**config.mk**
```make
export PLATFORM = sky130hd
export DESIGN_NAME = xalu_ise_issue
export DESIGN_NICKNAME = d
export VERILOG_FILES = /design/src/rtl/xalu_ise_pkg.sv /design/src/rtl/xalu_ise_tmo_cnt.sv /design/src/rtl/xalu_ise_issue.sv
export SDC_FILE = /design/constraint.sdc
export NUM_CORES = 1
export LEC_CHECK = 0
export BUFFER_PORTS_ARGS = -buffer_cell sky130_fd_sc_hd__buf_2
export CAP_MARGIN = 40
export CORE_AREA = 2 2 215 217
export CTS_CLUSTER_DIAMETER = 50
export DETAILED_ROUTE_END_ITERATION = 8
export DIE_AREA = 0 0 217 219
export GPL_ROUTABILITY_DRIVEN = 0
export MAX_ROUTING_LAYER = met4
export PLACE_DENSITY = 0.51
export SETUP_SLACK_MARGIN = 0.4
export SYNTH_ARGS = -nofsm -noshare
export SYNTH_HDL_FRONTEND = slang
export SYNTH_HIERARCHICAL = 1
export SYNTH_SLANG_ARGS = --single-unit
```
**constraint.sdc**
```tcl
create_clock -name ise_clk -period 3.1 [get_ports ise_clk]
set_clock_uncertainty 0.1 [all_clocks]
set_input_delay 0.465 -clock ise_clk [delete_from_list [all_inputs] [get_ports ise_clk]]
set_output_delay 0.465 -clock ise_clk [all_outputs]
set_load 0.03 [all_outputs]
```
**src/rtl/xalu_ise_pkg.sv**
```systemverilog
// Shared types and constants for the core-side custom-instruction (ISE) issue path.
package xalu_ise_pkg;

  localparam int unsigned XLEN  = 64;
  localparam int unsigned FN_W  = 6;
  localparam int unsigned IMM_W = 7;
  localparam int unsigned CNT_W = 8;

  localparam logic [1:0] CUSTOM_0 = 2'd0;
  localparam logic [1:0] CUSTOM_1 = 2'd1;
  localparam logic [1:0] CUSTOM_2 = 2'd2;
  localparam logic [1:0] CUSTOM_3 = 2'd3;

  localparam logic [1:0] FUNCT_MADDLU = 2'b00;
  localparam logic [1:0] FUNCT_MADDHU = 2'b01;

  typedef enum logic [1:0] {
    ST_IDLE = 2'd0,
    ST_BUSY = 2'd1,
    ST_RESP = 2'd2
  } state_e;

  typedef struct packed {
    logic [FN_W-1:0]  fn;
    logic [IMM_W-1:0] imm;
    logic [XLEN-1:0]  rs1;
    logic [XLEN-1:0]  rs2;
    logic [XLEN-1:0]  rs3;
  } ise_req_t;

endpackage

```
**src/rtl/xalu_ise_tmo_cnt.sv**
```systemverilog
// Saturating 8-bit busy-cycle counter; hit flags the last cycle before an op is declared illegal.
module xalu_ise_tmo_cnt
  import xalu_ise_pkg::*;
#(
  parameter int unsigned TIMEOUT = 4
) (
  input  logic clk,
  input  logic rst,
  input  logic clr,
  input  logic en,
  output logic hit
);

  logic [CNT_W-1:0] cnt;

  always_ff @(posedge clk) begin
    if (rst || clr) begin
      cnt <= '0;
    end else if (en && (cnt != '1)) begin
      cnt <= cnt + CNT_W'(1);
    end
  end

  assign hit = (cnt == CNT_W'(TIMEOUT - 1));

endmodule

```
**src/rtl/xalu_ise_issue.sv**
```systemverilog
// Issues one custom instruction to the XALU, waits for a unit to claim it, and returns the
// result (or an illegal-instruction flag after TIMEOUT unclaimed cycles) to the pipeline.
module xalu_ise_issue
  import xalu_ise_pkg::*;
#(
  parameter int unsigned TIMEOUT = 4
) (
  input  logic             ise_clk,
  input  logic             ise_rst,
  input  logic             req_valid,
  output logic             req_ready,
  input  logic [FN_W-1:0]  req_fn,
  input  logic [IMM_W-1:0] req_imm,
  input  logic [XLEN-1:0]  req_rs1,
  input  logic [XLEN-1:0]  req_rs2,
  input  logic [XLEN-1:0]  req_rs3,
  input  logic             req_kill,
  output logic             rsp_valid,
  input  logic             rsp_ready,
  output logic [XLEN-1:0]  rsp_data,
  output logic             rsp_illegal,
  output logic [FN_W-1:0]  ise_fn,
  output logic [IMM_W-1:0] ise_imm,
  output logic [XLEN-1:0]  ise_in1,
  output logic [XLEN-1:0]  ise_in2,
  output logic [XLEN-1:0]  ise_in3,
  output logic             ise_val,
  input  logic             ise_oval,
  input  logic [XLEN-1:0]  ise_out
);

  state_e          state_q, state_d;
  ise_req_t        hold_q, hold_d;
  ise_req_t        req_in;
  logic [XLEN-1:0] data_q, data_d;
  logic            ill_q, ill_d;
  logic            accept;
  logic            cnt_clr, cnt_en, cnt_hit;

  assign req_in = '{fn: req_fn, imm: req_imm, rs1: req_rs1, rs2: req_rs2, rs3: req_rs3};

  xalu_ise_tmo_cnt #(.TIMEOUT(TIMEOUT)) u_tmo_cnt (
    .clk (ise_clk),
    .rst (ise_rst),
    .clr (cnt_clr),
    .en  (cnt_en),
    .hit (cnt_hit)
  );

  // State and holding registers.
  always_ff @(posedge ise_clk) begin
    if (ise_rst) begin
      state_q <= ST_IDLE;
      hold_q  <= '0;
      data_q  <= '0;
      ill_q   <= 1'b0;
    end else begin
      state_q <= state_d;
      hold_q  <= hold_d;
      data_q  <= data_d;
      ill_q   <= ill_d;
    end
  end

  // Next-state, operand capture, result capture and request acceptance.
  always_comb begin
    state_d   = state_q;
    hold_d    = hold_q;
    data_d    = data_q;
    ill_d     = ill_q;
    cnt_clr   = 1'b0;
    cnt_en    = 1'b0;
    req_ready = 1'b0;
    accept    = 1'b0;
    unique case (state_q)
      ST_IDLE: begin
        req_ready = ~req_kill;
        accept    = req_valid & ~req_kill;
        if (accept) begin
          hold_d  = req_in;
          cnt_clr = 1'b1;
          state_d = ST_BUSY;
        end
      end
      ST_BUSY: begin
        // Kill beats completion; a completing unit beats the timeout.
        if (req_kill) begin
          state_d = ST_IDLE;
        end else if (ise_oval) begin
          data_d  = ise_out;
          ill_d   = 1'b0;
          state_d = ST_RESP;
        end else if (cnt_hit) begin
          data_d  = '0;
          ill_d   = 1'b1;
          state_d = ST_RESP;
        end else begin
          cnt_en = 1'b1;
        end
      end
      ST_RESP: begin
        req_ready = rsp_ready & ~req_kill;
        accept    = req_valid & rsp_ready & ~req_kill;
        if (accept) begin
          hold_d  = req_in;
          cnt_clr = 1'b1;
          state_d = ST_BUSY;
        end else if (rsp_ready || req_kill) begin
          state_d = ST_IDLE;
        end
      end
      default: state_d = ST_IDLE;
    endcase
  end

  assign ise_val     = (state_q == ST_BUSY);
  assign rsp_valid   = (state_q == ST_RESP);
  assign rsp_data    = data_q;
  assign rsp_illegal = ill_q;
  assign ise_fn      = hold_q.fn;
  assign ise_imm     = hold_q.imm;
  assign ise_in1     = hold_q.rs1;
  assign ise_in2     = hold_q.rs2;
  assign ise_in3     = hold_q.rs3;

endmodule

```
# After elaboration in Yosys (flattened, before gate mapping)
# Index checks and enable logic that the tools add are counted.
[classes]
n_mux = 22
n_lt_le_gt_ge = 0
mul = 0
reduce_logical = 9
div_mod_pow = 0
bitwise = 5
eq_ne = 8
shift = 0
addsub = 1
[ops]
columns = ["cell", "n"]
rows = [
  ["205-bit two-way mux", 2],
  ["205-bit one-hot mux with 2 select lines", 1],
  ["64-bit two-way mux", 2],
  ["2-bit two-way mux", 6],
  ["3-bit AND reduction", 3],
  ["8-bit by 1-bit adder with 8-bit output, second input constant", 1],
  ["8-bit by 2-bit equality test with 1-bit output, second input constant", 1],
  ["1-bit two-way mux", 8],
  ["8-bit != test, second input constant", 1],
  ["2-bit one-hot mux with 3 select lines", 1],
  ["1-bit AND", 4],
  ["4-bit by 2-bit != test with 1-bit output, second input constant", 1],
  ["1-bit one-hot mux with 2 select lines", 2],
  ["2-bit nonzero test", 2],
  ["3-bit by 1-bit != test with 1-bit output, second input constant", 1],
  ["2-bit by 1-bit equality test with 1-bit output, second input constant", 1],
  ["2-bit equality test, second input constant", 1],
  ["2-bit logical NOT", 1],
  ["1-bit logical OR", 2],
  ["2-bit by 1-bit != test with 1-bit output, second input constant", 1],
  ["2-bit != test, second input constant", 1],
  ["1-bit logical AND", 1],
  ["1-bit NOT", 1],
]
[word_totals]
n_memories = 0
ram_bits = 0
register_bits = 280
word_cells = 54
romBits = 0
latch_bits = 0

# Logic depth before layout (Yosys ltp)
# Gate-level depths: netlist of the first run.
[logic_depth]
ltp_word = 6
mapped_depth = 7
mapped_depth_nobuf = 7

# Hierarchy
# The synthesis of the first run kept the hierarchy.
[modules_own_cells]
columns = ["module", "n_inst", "cells_each", "area_each_um2"]
rows = [
  ["xalu_ise_issue", 1, 1057, 11227.0],
  ["xalu_ise_tmo_cnt", 1, 48, 426.7],
]

# Worst setup path before layout of the first run
# Ideal clock, no wire load.
[synth_path]
path_kind = "input port to flip-flop"
start = "input req_kill"
end = "register u_tmo_cnt.cnt[7]"
setup_ps = 128
t_arrival_ps = 1954
cell_stages = 6
slack_ps = 918
path_cell_list = "buf_2 nor3b_2 nor3b_1 and4_4 nor4bb_1 a211oi_1"
[synth_rtl]
columns = ["element", "line_no", "text"]
rows = [
  ["start: declaration", "xalu_ise_issue.sv:17", "input logic req_kill,"],
  ["1-bit two-way mux", "xalu_ise_issue.sv:87", "if (req_kill) begin"],
  ["1-bit two-way mux", "xalu_ise_issue.sv:75", "unique case (state_q)"],
  ["via cnt_en", "xalu_ise_issue.sv:38", "logic cnt_clr, cnt_en, cnt_hit;"],
  ["1-bit logical AND", "xalu_ise_tmo_cnt.sv:19", "end else if (en && (cnt != '1)) begin"],
  ["end signal: assignment", "xalu_ise_tmo_cnt.sv:20", "cnt <= cnt + CNT_W'(1);"],
  ["end: declaration", "xalu_ise_tmo_cnt.sv:14", "logic [CNT_W-1:0] cnt;"],
]
# The timed path passes the listed nets, and every way through them passes these cells.
# A chain may end at the register's enable or synchronous reset.

# Worst setup path after layout of the first run
[layout_path]
start = "register u_tmo_cnt.cnt[0]"
end = "register data_q[8] (netlist: rsp_data[8])"
[layout_via]
elab_chain_cells = 3
[layout_lines]
columns = ["element", "line_no", "text"]
rows = [
  ["8-bit by 2-bit equality test with 1-bit output", "xalu_ise_tmo_cnt.sv:24", "assign hit = (cnt == CNT_W'(TIMEOUT - 1));"],
  ["via cnt_hit", "xalu_ise_issue.sv:38", ""],
  ["2-bit nonzero test (no source line)", "--", ""],
  ["3-bit AND reduction (no source line)", "--", ""],
  ["end signal: assignment", "xalu_ise_issue.sv:60", "data_q <= data_d;"],
  ["end: declaration", "xalu_ise_issue.sv:35", "logic [XLEN-1:0] data_q, data_d;"],
]
# The timed path passes the listed nets, and every way through them passes these cells.

==> impl_metrics.ini, run 1 <==
[status]
run_status = finished, final reports clean

[placed_design]
portBuffers = 547
placed_cell_area_sq_um = 14870
dp_slack_ns = 0.5745
hpwl_um = 24830

[setup_path]
crit_slowest_cell = or4b_1
crit_fanout = 64
ff2ff_path_depth = 7
path_cells = ha_1 -> or4b_1 -> nor4_2 -> or2_1 -> a21oi_4 -> buf_4 -> a22o_1
r2r-start = u_tmo_cnt/cnt[0]
reg2reg_to = rsp_data[8]
crit_required_ns = 3.43
critical-path-top-delay-family = simple AND/OR/NAND/NOR gates
critPathMaxStageDelay_ns = 0.47
crit_buf_inv = 1
worstSetupStartpointType = register
arrival_ns = 2.84
crit_type = reg2reg
end_kind = register
r2r_slack_ns = 0.59

[global_route]
grt_max_degree = 223
grt_remaining_overflow = 0
antenna_found_initial = 4
grt_pass1_vias = 9397
use_met3 = 0.04006
grt_usage = 0.1404
grt_pass1_wl_um = 51320
busiest_layer = met2
grt_use_met1 = 0.1576
met2_usage = 0.2382

[floorplan]
die_h_um = 219
placementRows = 78
io_pins = 548
die_x_um = 217
coreArea_sq_um = 45090
die_area_sq_um = 47520
initial_core_util = 0.2585

[power_and_ir_drop]
switching_share = 0.2564
power_density_nw_per_um2 = 616.4
p_switching_uw = 2602
p_leak_uw = 0.007498
combPwrFrac = 0.123
ir_worst_vdd_mv = 0.3794
internal_power_uw = 7543
p_seq_frac = 0.379
clockPowerShare = 0.498

[sta]
setup_viol = 0
rsz0062_at_grt = false
report.final.slew_viol_count = 0
fin_tns_setup_ns = 0
fin_crit_ns = 2.513
finalCritPeriodShare = 0.8106
max_freq_ghz = 0.3979
slew_headroom = 0.5221
tightest_slew_ns = 0.7169
setup_ws_ns = 0.5870
hold_violations = 0

[logic_synthesis]
async_reset_ff_frac = 0
synth-simple-area-share = 0.2434
syn_nets = 1381
synth_edf_count = 0
synth_area_sq_um = 11650
synth_fa_ha_area_frac = 0.001074
synth_top_family_by_area = simple AND/OR/NAND/NOR gates
synth_area_per_cell_sq_um = 10.55
netlist_instances = 1105
synth.distinct_cells = 39
ys_seq_area_frac = 0.4810
synth_xor_area_frac = 0
synth-warning-count = 6
ys_ff_latch = 280
synthMuxAreaShare = 0.1778
synthFlopType = dfxtp_1
synth-compound-area-share = 0.05712

[detailed_routing]
routed_wirelength_um = 34690
dr.pass1.iters = 6
postRouteAntennaNets = 0
drtIter0Drc = 394
drc = 0
vias_per_cell = 4.241
wl_per_cell_um = 15.29
num_vias = 9622

[job]
max_cap_violations = 0

[clocking]
clkSlewWorstSetupHoldPaths_ns = 0.06
cts_max_path_buffers = 3
cts_max_level = 2
cts.repair.resized = 0
cts_tree = done
insertion_delay_ns = 0.53
cts.sinks = 280
cts-root-buf = clkbuf_16
cts-buffers-inserted = 42

[min_path]
min_path_type = in2reg
hp-start = ise_out[9]
min_path_cells = 2
min_to = rsp_data[9]

[layout]
fin_nets = 1909
drive_gt1_frac = 0.3856
stdcell_area_sq_um = 16460
syn_to_final_growth_pct = 41.22
final cells by class:
type / instances / area (sq um)
sequential: 280 / 5605
multi-input combinational: 739 / 5602
tap: 600 / 750.7
clock inverter: 20 / 269.0
fill: 4615 / 28630
antenna: 4 / 10.01
inverter: 3 / 11.26
timing repair buffer: 567 / 2962
clock buffer: 56 / 1247
cell usage after synthesis, drive strengths merged (2+ instances only):
library cell / n / area [sq um]
or2: 2 / 12.52
nor4bb: 2 / 20.02
nor3b: 3 / 27.52
a211oi: 3 / 22.52
a31oi: 2 / 12.51
a22o: 64 / 560.5
dfxtp: 280 / 5605
and4: 3 / 30.03
nor2b: 3 / 18.77
inv: 3 / 11.26
nor3: 7 / 35.03
nand3: 2 / 10.01
mux2i: 207 / 2072
clkbuf: 52 / 195.2
nand2: 5 / 18.77
a21oi: 5 / 28.78
nor4: 3 / 25.02
nand4: 2 / 12.51
nand2b: 411 / 2571
and3: 2 / 12.51
buf: 31 / 255.2
nor2: 3 / 11.26
per-layer routing:
metal,share of wire,vias to the layer above
met3,0.074,49
li1,-,4765
met1,0.41,4446
met2,0.49,362
met4,0.024,0
met5,0,-
power groups by stage:
| stage | clock network, uW | registers, uW | logic [uW] |
|---|---|---|---|
| final | 5050 | 3850 | 1250 |
| after detailed placement | 0 | 3920 | 1260 |
| after global routing | 5390 | 3860 | 1340 |
| after floorplan | 0 | 4240 | 492 |
| after CTS | 5220 | 3850 | 1270 |
| after global placement | 0 | 3920 | 1250 |
metrics by stage:
step / hold slack, ns / std cells / total power [uW] / util
CTS: 0.00003031 / 2265 / 10340 / 0.3648
global placement: 0.3507 / 2183 / 5165 / 0.3298
floorplan: 0.3522 / 1105 / 4730 / -
detailed placement: 0.3542 / 2183 / 5180 / 0.3298
global route: 0.01153 / 2269 / 10590 / 0.3650
finish: 0.04519 / 2269 / 10140 / 0.3650
logic make-up (layout without fill, tap and decap cells):
kind of cell | Yosys count | count (layout)
multiplexers | 207 | 207
other | 0 | 4
AND/OR/NAND/NOR | 452 | 452
buffers and inverters | 86 | 646
flip-flops | 280 | 280
AO/OA/AOI/OAI | 79 | 79
adder cells (fa/ha/maj) | 1 | 1
worst max-delay path by stage:
stage,from,to,slack [ns],cells past startpoint
after floorplan,req_kill,u_tmo_cnt/cnt[7],0.92,6
after global placement,req_kill,u_tmo_cnt/cnt[7],0.63,6
after detailed placement,req_kill,u_tmo_cnt/cnt[7],0.57,6
after CTS,u_tmo_cnt/cnt[0],rsp_data[15],0.60,7
after global routing,u_tmo_cnt/cnt[0],rsp_data[60],0.44,7
final,u_tmo_cnt/cnt[0],rsp_data[8],0.59,7
registers in the layout (all words and copies together) (netlist names):
register	count
ise_imm	7
rsp_data	64
rsp_illegal	1
u_tmo_cnt/cnt	8
ise_in3	64
ise_in1	64
ise_in2	64
state_q	2
ise_fn	6
repair_timing:
| item | in CTS | in global routing |
|---|---|---|
| endpoints found under the setup margin | 0 | 0 |
| buffers inserted | 0 | 0 |
| endpoints found under the hold margin | 6 | 0 |
| hold buffers | 6 | 0 |
layout by cell type (no fill, tap or decap), types with 2 or more instances in the layout:
master,count
clkbuf_1,3
nor2b_1,3
nor2_1,3
nor4_1,2
clkbuf_16,45
nand4_1,2
a211oi_1,3
clkbuf_8,9
inv_6,5
inv_1,3
mux2i_1,207
a31oi_1,2
clkinv_2,3
clkinvlp_4,3
nand3_1,2
diode_2,4
bufinv_16,5
nor4bb_1,2
nand2_1,5
nor3_1,7
a21oi_1,4
buf_4,10
nor3b_1,2
dfxtp_1,280
a22o_1,64
buf_2,546
buf_12,4
nand2b_1,411
dlygate4sd3_1,6
clkinv_4,3
(Power assumes the default switching activity.)
==> run 2, diff against run 1 <==
PLACE_DENSITY = 0.52   (was 0.51)
clock period = 2.1 ns   (was 3.1 ns; I/O delays follow)
==> run 2 against run 1 <==
Global-route usage increased by 2.3 points. Via count increased by 15%. Cell area increased by 25%. Die area unchanged. First-iteration DRC count increased by 12%. Power increased by 49%. Non-clock buffer count increased by 347. Critical path depth increased by 1. Sequential power increased by 48%. Fmax increased by 23%.
==> impl_metrics.ini, run 2 (synthesis results as in run 1) <==
[detailed_routing]
drc = 0
drtIter0Drc = 442
dr_wl_met3_um = 2392
vias_per_cell = 4.245
num_vias = 11060
dr.pass1.iters = 4
wl_per_cell_um = 15.53
met1_length_um = 16430
topRoutingLayerUsed = met4
postRouteAntennaNets = 0
routed_wirelength_um = 40460
wl_met2_um = 20400

[floorplan]
die_area_sq_um = 47520
die_h_um = 219
coreArea_sq_um = 45090
placementRows = 78
die_x_um = 217
initial_core_util = 0.2585
io_pins = 548

[sta]
hold_violations = 0
finalCritPeriodShare = 0.9756
rsz0062_at_grt = true
setup_ws_ns = 0.05120
report.final.slew_viol_count = 0
tightest_slew_ns = 0.4968
fin_crit_ns = 2.049
slew_headroom = 0.6681
setup_viol = 0
max_freq_ghz = 0.4881

[power_and_ir_drop]
power_density_nw_per_um2 = 731.1
ir_worst_vdd_mv = 0.5828
p_leak_uw = 0.009241

[setup_path]
end_kind = register
worstSetupStartpointType = register
crit_slowest_cell = or4b_4
critPathMaxStageDelay_ns = 0.46
crit_type = reg2reg
arrival_ns = 2.40
ff2ff_path_depth = 8
crit_required_ns = 2.45
crit_fanout = 6
path_cells = ha_4 -> or4b_4 -> nor4_4 -> buf_4 -> nor3b_4 -> and4_4 -> nor4bb_4 -> a211oi_1

[clocking]
cts.sinks = 280
cts-root-buf = clkbuf_16
cts-buffers-inserted = 39
clkSlewWorstSetupHoldPaths_ns = 0.05
cts_max_path_buffers = 3
cts_tree = done
insertion_delay_ns = 0.53
cts_max_level = 2

[placed_design]
place_inst = 2207
portBuffers = 547
hpwl_um = 24920
placed_cell_area_sq_um = 15210
dp_slack_ns = 0.01765

[layout]
stdcell_area_sq_um = 20610
fin_cells = 2606
fin_nets = 2253
drive_gt1_frac = 0.3676
final_cell_mix = 543 x buf_2, 411 x nand2b_1, 276 x dfxtp_1
syn_to_final_growth_pct = 76.83
final_common_cell = buf_2

[job]
max_cap_violations = 0

[global_route]
grt_max_degree = 133
grt_pass1_vias = 11320
grt_usage = 0.1629
antenna_found_initial = 0
grt_remaining_overflow = 0
grt_pass1_wl_um = 60230

[status]
run_status = finished, final reports clean

[min_path]
min_path_type = in2reg
min_path_cells = 3
==> run 2: cell types whose count changed in the layout (fill, tap and decap cells not counted), sizes merged <==
cell / previous run / this run
diode: 4 / 1
dlygate4sd3: 6 / 272
clkbuf: 57 / 62
clkinvlp: 3 / 5
inv: 9 / 8
buf: 560 / 632
clkinv: 6 / 5
bufinv: 5 / 2
==> run 2: stage by stage <==
stage | utilization | hold slack (ns) | TNS (ns) | power (uW)
floorplan | - | 0.3106 | 0 | 6998
CTS | 0.4482 | 0.008721 | 0 | 15180
detailed placement | 0.3373 | 0.3510 | 0 | 7698
global placement | 0.3373 | 0.3499 | 0 | 7674
finish | 0.4570 | 0.04460 | 0 | 15070
global route | 0.4570 | 0.02066 | -0.06954 | 15720
==> run 2: worst max-delay path, delay by kind of cell (launching register included) <==
kind	cells	cell delay, ns
simple gates	5	1.00
flops	1	0.35
compound gates	1	0.21
fa+ha+maj	1	0.14
buf+inv	1	0.16
==> run 2: layout make-up <==
class	count	area (sq um)
clock inverters	17	177.7
clock buffers	52	1147
diodes	1	2.502
repair buffers	914	7152
inverters	3	11.26
multi-input cells	739	5751
fillers	4187	24480
flip-flops and latches	280	5615
well taps	600	750.7
==> run 2: final timing paths <==
kind,start,to,slack (ns)
min,req_rs2[28],ise_in2[28],0.04
min reg2reg,ise_in1[54],ise_in1[54],0.37
max,u_tmo_cnt/cnt[0],u_tmo_cnt/cnt[7],0.05
max reg2reg,u_tmo_cnt/cnt[0],u_tmo_cnt/cnt[7],0.05
==> run 2: power by group <==
| group | internal (uW) | switching, uW | total [uW] |
|---|---|---|---|
| clock network | 4120 | 2580 | 6700 |
| registers | 5560 | 125 | 5680 |
| logic | 1390 | 1290 | 2690 |
| total | 11100 | 4000 | 15100 |
==> run 2: repair_timing <==
item	CTS	global route
setup buffers	28	5
cloned	14	10
hold endpoints to repair	271	0
gates resized for setup	71	26
pin swaps	6	11
hold buffers	272	0
endpoints found under the setup margin	268	282
==> run 2: per-layer routing <==
metal  track usage  vias to the layer above
li1              -                     5454
met1        0.1791                     5156
met2        0.2840                      361
met3       0.04116                       92
met4       0.06050                        0
met5             -                        -
